<file path="src/rtl/bt_air_pkg.sv">
// -----------------------------------------------------------------------------
// bt_air_pkg
// Shared definitions for the bt_air_channel air-interface model:
//   - LFSR tap mask and reset/lock-up-recovery seed
//   - counter saturation value and a saturating add helper
//   - air_t: one node's over-the-air state {en, fk, sym}
// air_t fields are sized for the largest supported frequency/symbol widths;
// narrower instances zero-extend into them.
// -----------------------------------------------------------------------------
package bt_air_pkg;

  // x^16 + x^14 + x^13 + x^11 + 1 as a left-shifting Fibonacci register:
  // feedback is the XOR of state bits 15, 13, 12 and 10.
  localparam logic [15:0] LFSR_TAPS     = 16'hB400;
  localparam logic [15:0] LFSR_SEED_RST = 16'hACE1;

  localparam logic [15:0] CNT_SAT = 16'hFFFF;

  localparam int AIR_FKW_MAX  = 8;
  localparam int AIR_SYMW_MAX = 8;

  typedef struct packed {
    logic                    en;
    logic [AIR_FKW_MAX-1:0]  fk;
    logic [AIR_SYMW_MAX-1:0] sym;
  } air_t;

  // Adds a small per-cycle increment (at most 8) and clamps at CNT_SAT.
  function automatic logic [15:0] sat_add16(input logic [15:0] a,
                                            input logic [3:0]  b);
    logic [16:0] s;
    s = {1'b0, a} + {13'b0, b};
    return s[16] ? CNT_SAT : s[15:0];
  endfunction

  function automatic logic [3:0] popcount8(input logic [7:0] v);
    logic [3:0] c;
    c = '0;
    for (int i = 0; i < 8; i++) begin
      c = c + {3'b0, v[i]};
    end
    return c;
  endfunction

endpackage

</file>
<file path="src/rtl/bt_air_lfsr.sv">
// -----------------------------------------------------------------------------
// bt_air_lfsr
// 16-bit Fibonacci LFSR that advances every cycle. A load pulse has priority
// over advancing; loading an all-zero seed substitutes LFSR_SEED_RST so the
// register can never lock up.
// Ports:
//   clk      in   clock
//   rst      in   asynchronous active-high reset (state <= LFSR_SEED_RST)
//   load_i   in   one-cycle pulse, load seed_i
//   seed_i   in   16-bit seed
//   state_o  out  current LFSR state
// -----------------------------------------------------------------------------
module bt_air_lfsr
  import bt_air_pkg::*;
(
  input  logic        clk,
  input  logic        rst,
  input  logic        load_i,
  input  logic [15:0] seed_i,
  output logic [15:0] state_o
);

  logic [15:0] lfsr_q;
  logic [15:0] lfsr_d;
  logic        fb;

  assign fb = ^(lfsr_q & LFSR_TAPS);

  always_comb begin
    lfsr_d = {lfsr_q[14:0], fb};
    if (load_i) begin
      lfsr_d = (seed_i == 16'h0000) ? LFSR_SEED_RST : seed_i;
    end
  end

  always_ff @(posedge clk or posedge rst) begin
    if (rst) begin
      lfsr_q <= LFSR_SEED_RST;
    end else begin
      lfsr_q <= lfsr_d;
    end
  end

  assign state_o = lfsr_q;

endmodule

</file>
<file path="src/rtl/bt_air_channel.sv">
// -----------------------------------------------------------------------------
// bt_air_channel
// Clocked air-interface model joining NODES baseband instances. Every node's
// {tx_en, tx_fk, tx_sym} travels through a DLY-deep delay line; the last stage
// is the "air". Each enabled receiver hears exactly one other transmitter on
// its current frequency (valid), nothing (idle) or several (collision).
// Received symbols can have bit 0 flipped by LFSR-driven error injection.
// Ports:
//   clk_6M       in   system clock
//   rst          in   asynchronous active-high reset
//   tx_en/tx_fk/tx_sym   in   per-node transmit state (node i at [i*W +: W])
//   rx_en/rx_fk          in   per-node receive enable / frequency
//   err_inj_en   in   enable error injection
//   err_thresh   in   inject when lfsr < err_thresh
//   seed         in   LFSR seed, loaded by seed_load_p
//   seed_load_p  in   one-cycle seed load pulse
//   clr_cnt_p    in   one-cycle counter clear pulse
//   rx_sym       out  per-node received symbol (registered)
//   rx_valid     out  per-node valid (registered)
//   collision    out  per-node collision flag (registered)
//   col_cnt      out  saturating collision receiver-cycle count
//   err_cnt      out  saturating injected-error count
// Latency from tx_* to rx_* is DLY+1 cycles.
// -----------------------------------------------------------------------------
module bt_air_channel
  import bt_air_pkg::*;
#(
  parameter int NODES = 4,
  parameter int SYMW  = 3,
  parameter int FKW   = 7,
  parameter int DLY   = 4
) (
  input  logic                    clk_6M,
  input  logic                    rst,
  input  logic [NODES-1:0]        tx_en,
  input  logic [NODES*FKW-1:0]    tx_fk,
  input  logic [NODES*SYMW-1:0]   tx_sym,
  input  logic [NODES-1:0]        rx_en,
  input  logic [NODES*FKW-1:0]    rx_fk,
  input  logic                    err_inj_en,
  input  logic [15:0]             err_thresh,
  input  logic [15:0]             seed,
  input  logic                    seed_load_p,
  input  logic                    clr_cnt_p,
  output logic [NODES*SYMW-1:0]   rx_sym,
  output logic [NODES-1:0]        rx_valid,
  output logic [NODES-1:0]        collision,
  output logic [15:0]             col_cnt,
  output logic [15:0]             err_cnt
);

  // ---------------------------------------------------------------------------
  // Delay line
  // ---------------------------------------------------------------------------
  air_t [NODES-1:0] tx_air;
  air_t [NODES-1:0] pipe_q [DLY];
  air_t [NODES-1:0] air_state;

  genvar gi;
  generate
    for (gi = 0; gi < NODES; gi++) begin : g_tx
      assign tx_air[gi] = '{en:  tx_en[gi],
                            fk:  AIR_FKW_MAX'(tx_fk[gi*FKW +: FKW]),
                            sym: AIR_SYMW_MAX'(tx_sym[gi*SYMW +: SYMW])};
    end
  endgenerate

  // Reset clears every stage at once so nothing launched before reset can
  // surface afterwards.
  always_ff @(posedge clk_6M or posedge rst) begin
    if (rst) begin
      for (int k = 0; k < DLY; k++) begin
        pipe_q[k] <= '0;
      end
    end else begin
      pipe_q[0] <= tx_air;
      for (int k = 1; k < DLY; k++) begin
        pipe_q[k] <= pipe_q[k-1];
      end
    end
  end

  assign air_state = pipe_q[DLY-1];

  // The symbol field is padded to AIR_SYMW_MAX; the pad bits are constant zero
  // and intentionally ignored.
  logic unused_air_pad;
  always_comb begin
    unused_air_pad = 1'b0;
    for (int i = 0; i < NODES; i++) begin
      unused_air_pad = unused_air_pad ^ (^air_state[i].sym);
    end
  end

  // ---------------------------------------------------------------------------
  // Error injection source
  // ---------------------------------------------------------------------------
  logic [15:0] lfsr;
  logic        inject;

  bt_air_lfsr u_lfsr (
    .clk     (clk_6M),
    .rst     (rst),
    .load_i  (seed_load_p),
    .seed_i  (seed),
    .state_o (lfsr)
  );

  // err_thresh = 0 can never be exceeded, so it disables injection naturally.
  assign inject = err_inj_en && (lfsr < err_thresh);

  // ---------------------------------------------------------------------------
  // Per-receiver match logic
  // ---------------------------------------------------------------------------
  logic [NODES*SYMW-1:0] rx_sym_d;
  logic [NODES-1:0]      rx_valid_d;
  logic [NODES-1:0]      collision_d;

  generate
    for (gi = 0; gi < NODES; gi++) begin : g_rx
      logic [3:0]      hits;
      logic [SYMW-1:0] hit_sym;
      logic [SYMW-1:0] clean_sym;

      // Receiver frequency is sampled now, i.e. when the symbol leaves the
      // delay line, not when it was launched.
      always_comb begin
        hits    = '0;
        hit_sym = '0;
        for (int i = 0; i < NODES; i++) begin
          if ((i != gi) && air_state[i].en &&
              (air_state[i].fk == AIR_FKW_MAX'(rx_fk[gi*FKW +: FKW]))) begin
            hits    = hits + 4'd1;
            hit_sym = air_state[i].sym[SYMW-1:0];
          end
        end
      end

      assign rx_valid_d[gi]  = rx_en[gi] && (hits == 4'd1);
      assign collision_d[gi] = rx_en[gi] && (hits >= 4'd2);
      assign clean_sym       = rx_valid_d[gi] ? hit_sym : '0;
      assign rx_sym_d[gi*SYMW +: SYMW] =
        clean_sym ^ SYMW'(inject && rx_valid_d[gi]);
    end
  endgenerate

  // ---------------------------------------------------------------------------
  // Counters
  // ---------------------------------------------------------------------------
  logic [15:0] col_cnt_q, col_cnt_d;
  logic [15:0] err_cnt_q, err_cnt_d;
  logic [3:0]  col_inc;
  logic [3:0]  err_inc;

  assign col_inc = popcount8(8'(collision_d));
  assign err_inc = inject ? popcount8(8'(rx_valid_d)) : 4'd0;

  always_comb begin
    col_cnt_d = sat_add16(col_cnt_q, col_inc);
    err_cnt_d = sat_add16(err_cnt_q, err_inc);
    // A clear wins over this cycle's increments.
    if (clr_cnt_p) begin
      col_cnt_d = '0;
      err_cnt_d = '0;
    end
  end

  // ---------------------------------------------------------------------------
  // Output registers
  // ---------------------------------------------------------------------------
  logic [NODES*SYMW-1:0] rx_sym_q;
  logic [NODES-1:0]      rx_valid_q;
  logic [NODES-1:0]      collision_q;

  always_ff @(posedge clk_6M or posedge rst) begin
    if (rst) begin
      rx_sym_q    <= '0;
      rx_valid_q  <= '0;
      collision_q <= '0;
      col_cnt_q   <= '0;
      err_cnt_q   <= '0;
    end else begin
      rx_sym_q    <= rx_sym_d;
      rx_valid_q  <= rx_valid_d;
      collision_q <= collision_d;
      col_cnt_q   <= col_cnt_d;
      err_cnt_q   <= err_cnt_d;
    end
  end

  assign rx_sym    = rx_sym_q;
  assign rx_valid  = rx_valid_q;
  assign collision = collision_q;
  assign col_cnt   = col_cnt_q;
  assign err_cnt   = err_cnt_q;

endmodule

</file>
<file path="config.mk">
export PLATFORM = sky130hd
export DESIGN_NAME = bt_air_channel
export DESIGN_NICKNAME = d
export VERILOG_FILES = /design/src/rtl/bt_air_pkg.sv /design/src/rtl/bt_air_lfsr.sv /design/src/rtl/bt_air_channel.sv
export SDC_FILE = /design/constraint.sdc
export NUM_CORES = 1
export LEC_CHECK = 0
export BUFFER_PORTS_ARGS = -buffer_cell sky130_fd_sc_hd__buf_2
export CAP_MARGIN = 20
export CORE_ASPECT_RATIO = 0.7
export CORE_UTILIZATION = 60
export CTS_CLUSTER_SIZE = 10
export DETAILED_ROUTE_END_ITERATION = 6
export GPL_TIMING_DRIVEN = 0
export PLACE_DENSITY = 0.85
export SLEW_MARGIN = 20
export SYNTH_ARGS = -nofsm -noshare
export SYNTH_HDL_FRONTEND = slang
export SYNTH_HIERARCHICAL = 1
export SYNTH_SLANG_ARGS = --single-unit
</file>
<file path="constraint.sdc">
create_clock -name clk_6M -period 13.65 [get_ports clk_6M]
set_input_delay 0 -clock clk_6M [delete_from_list [all_inputs] [get_ports clk_6M]]
set_output_delay 0 -clock clk_6M [all_outputs]
set_load 0.05 [all_outputs]
</file>
==> run metrics <==
failing checks DRC; gr usage total 30.47%; most frequent cells in the layout dfrtp_1, buf_2, dlygate4sd3_1; final worst path period need 5517 ps; initial antenna violation count 3; Die X 152.1 um; CP Launch Type flop; die span in y 107.1 um; Worst EP required 14,030 ps; post-DP HPWL 13,870 um; Synth Instances 701; count of final hold-check violations 0; Starting Density 61.25%; drt pass-1 iters 7; Clock Tree Buf Depth 3; Fin Clk Skew 31.21 ps; most common cell after layout, fill and taps aside dfrtp_1; crit path max fanout 10; worst skew pair latency 550 ps; clock root buffer clkbuf_16; data arrival time of the critical path 5900 ps; via count 6,426; H-tree Lvls 1; Least-Margin Pin Slew 666.9 ps; Netlist cell types 65; RSZ-0062 raised after global routing no; Rows 38; Top Ports 165; P&R area growth vs syn 28.57%; max-slew violations 0; Clk pin slew, worst setup/hold paths 60 ps; cts bufs inserted 28; main flop type after synthesis dfrtp_1; Overflow after GRT 0; Leak Pwr 0.005845 uW; area of the multi-input gates 0.003092 sq mm; vias per cell 5.423; first-pass GRT wire length 37,250 um; syn_nets 852; drt drc 76; vias in the first global route 7,004; number of gates resized after CTS 0; dpl cell area 0.01059 sq mm; die area 0.01629 sq mm; Reg area 0.006116 sq mm; Setup Viol. Count Final 0; drt initial violations 388; r2r worst-path depth 18; Setup Buffers After CTS 0; fillcell total 876; core area 0.01545 sq mm; crit path capture type flop; final-stage net count 1,124; Maximum Capacitance Violations 0; share of layout cells above drive strength 1 24.26%; final instance area 0.01217 sq mm; CTS tree built; Yosys reg bits 244; Seq/Total Area, Yosys 64.62%; routability congestion estimate 0.9100; TNS Setup 0 ps; HP Class primary input to async pin; DR WL/cell 19.86 um; FMAX 181.3 MHz; port bufs 163; Avg Inst Size Synth 13.50 sq um; power per cell area 128.4 mW/mm^2; Yosys warning total 6; Final ANT Viol Nets 0; drt total wl 23,540 um; worst IR drop on VDD 145.7 uV; pin count of the biggest net entering global routing 106; relative max-transition margin 55.20%; outcome finished with violations; final period utilization 40.42%; Post-synth EDFFs 0; kind of critical path flop to flop; clock sinks 244; Async SR Flop Fraction 100.0%; Syn Std Cell Area 0.009464 sq mm
report_power, final:
| group | internal, uW | total (uW) | leakage (uW) | switching [uW] |
|---|---|---|---|---|
| clock | 386 | 661 | 0.000385 | 276 |
| sequential | 758 | 780 | 0.00295 | 22.2 |
| combinational | 61.5 | 121 | 0.00251 | 59.5 |
repair_timing:
action                                  CTS  global route
endpoints found under the setup margin    0             0
endpoints found under the hold margin   248             0
hold buffers                             77             0
synth_stat cells, types with 3 or more instances:
master | number | share of area [%]
nand3_1 | 13 | 0.69
nor2b_1 | 4 | 0.26
ha_1 | 29 | 3.8
or3_1 | 3 | 0.20
xnor2_1 | 71 | 6.6
nand2_1 | 30 | 1.2
clkbuf_1 | 9 | 0.36
nand4_1 | 18 | 1.2
a31oi_1 | 4 | 0.26
nand2b_1 | 5 | 0.33
o2111ai_1 | 3 | 0.28
inv_1 | 44 | 1.7
o21ai_0 | 8 | 0.42
or4_4 | 4 | 0.48
nor2_1 | 23 | 0.91
fa_1 | 9 | 1.9
a21oi_1 | 35 | 1.9
mux2_2 | 8 | 0.95
nor4_1 | 3 | 0.20
xor2_1 | 36 | 3.3
o21ai_1 | 8 | 0.42
and2_1 | 6 | 0.40
dfrtp_1 | 236 | 62
dfstp_2 | 8 | 2.2
o22a_1 | 7 | 0.65
nor3_1 | 10 | 0.53
and3_1 | 13 | 0.86
mux2i_1 | 9 | 0.95
metal layers:
layer / vias to the layer above / wire length, um / part of all wire [%] / global-route usage [%]
met5: - / 0 / 0 / 0
met4: 0 / 940 / 4.0 / 13.92
met3: 75 / 1533 / 6.5 / 6.750
met2: 277 / 11640 / 49 / 52.37
met1: 3170 / 9420 / 40 / 37.42
li1: 2904 / - / - / -
logic make-up (layout without fill, tap and decap cells):
group / count (synthesis) / in the layout / synth area share [%]
adders and majority gates: 38 / 38 / 5.738
and+or+nand+nor: 144 / 144 / 8.408
buffers and inverters: 60 / 340 / 2.710
xor gates and xnor gates: 107 / 107 / 9.902
DFF: 244 / 244 / 64.62
muxes: 19 / 19 / 2.300
other: 0 / 4 / 0
AOI/OAI and AO/OA: 89 / 89 / 6.319
final cells by class:
class                   count  area share (%)
plain buffers              13          0.5450
repair buffers            242           13.49
diodes                      4         0.08226
flip-flops and latches    244           50.26
well taps                 200           2.057
inverters                  47           1.625
clock inverters             1          0.2468
clock buffers              37           6.283
multi-input cells         397           25.41
metrics by stage:
step / std cells / util, % / hold slack, ps / power, uW / setup WS (ps)
after floorplan: 701 / - / -91.99 / 841.8 / 7402
after global placement: 1064 / 68.15 / 90.06 / 879.2 / 5442
after detailed placement: 1066 / 68.55 / 36.89 / 887.5 / 8234
after CTS: 1181 / 78.68 / 7.460 / 1569 / 8098
after global routing: 1183 / 78.71 / 51.89 / 1619 / 7729
final: 1185 / 78.74 / 36.29 / 1562 / 8133
worst paths after layout:
check / startpoint / to / slack, ps
worst min-delay path: rst / collision[0] / 40
max in group asynchronous: rst / air_state[36] / 12420
worst min register to register: pipe_q[265] / pipe_q[197] / 350
min in group clk_6M: seed_load_p / u_lfsr/state_o[4] / 40
worst max-delay path: air_state[8] / err_cnt[10] / 8130
worst max register to register: air_state[8] / err_cnt[10] / 8130
state kept, by name (all words and copies together), names as in the netlist:
name,flops
collision,4
col_cnt,16
rx_sym,12
air_state,44
rx_valid,4
u_lfsr/state_o,16
err_cnt,16
pipe_q,132
critical path: stages (launching register included):
cell and delay, ps:
dfrtp_1 430, xnor2_1 240, nand4_1 190, nor4_1 350, and2_1 260, ha_1 260, o41ai_1 510, o2111ai_2 280
inv_2 150, fa_1 440, ha_1 200, ha_1 270, and2_1 160, fa_1 440, a21oi_1 250, nor3b_2 130
nand4_1 230, clkbuf_1 390, a21oi_1 150
(Power assumes the default switching activity.)
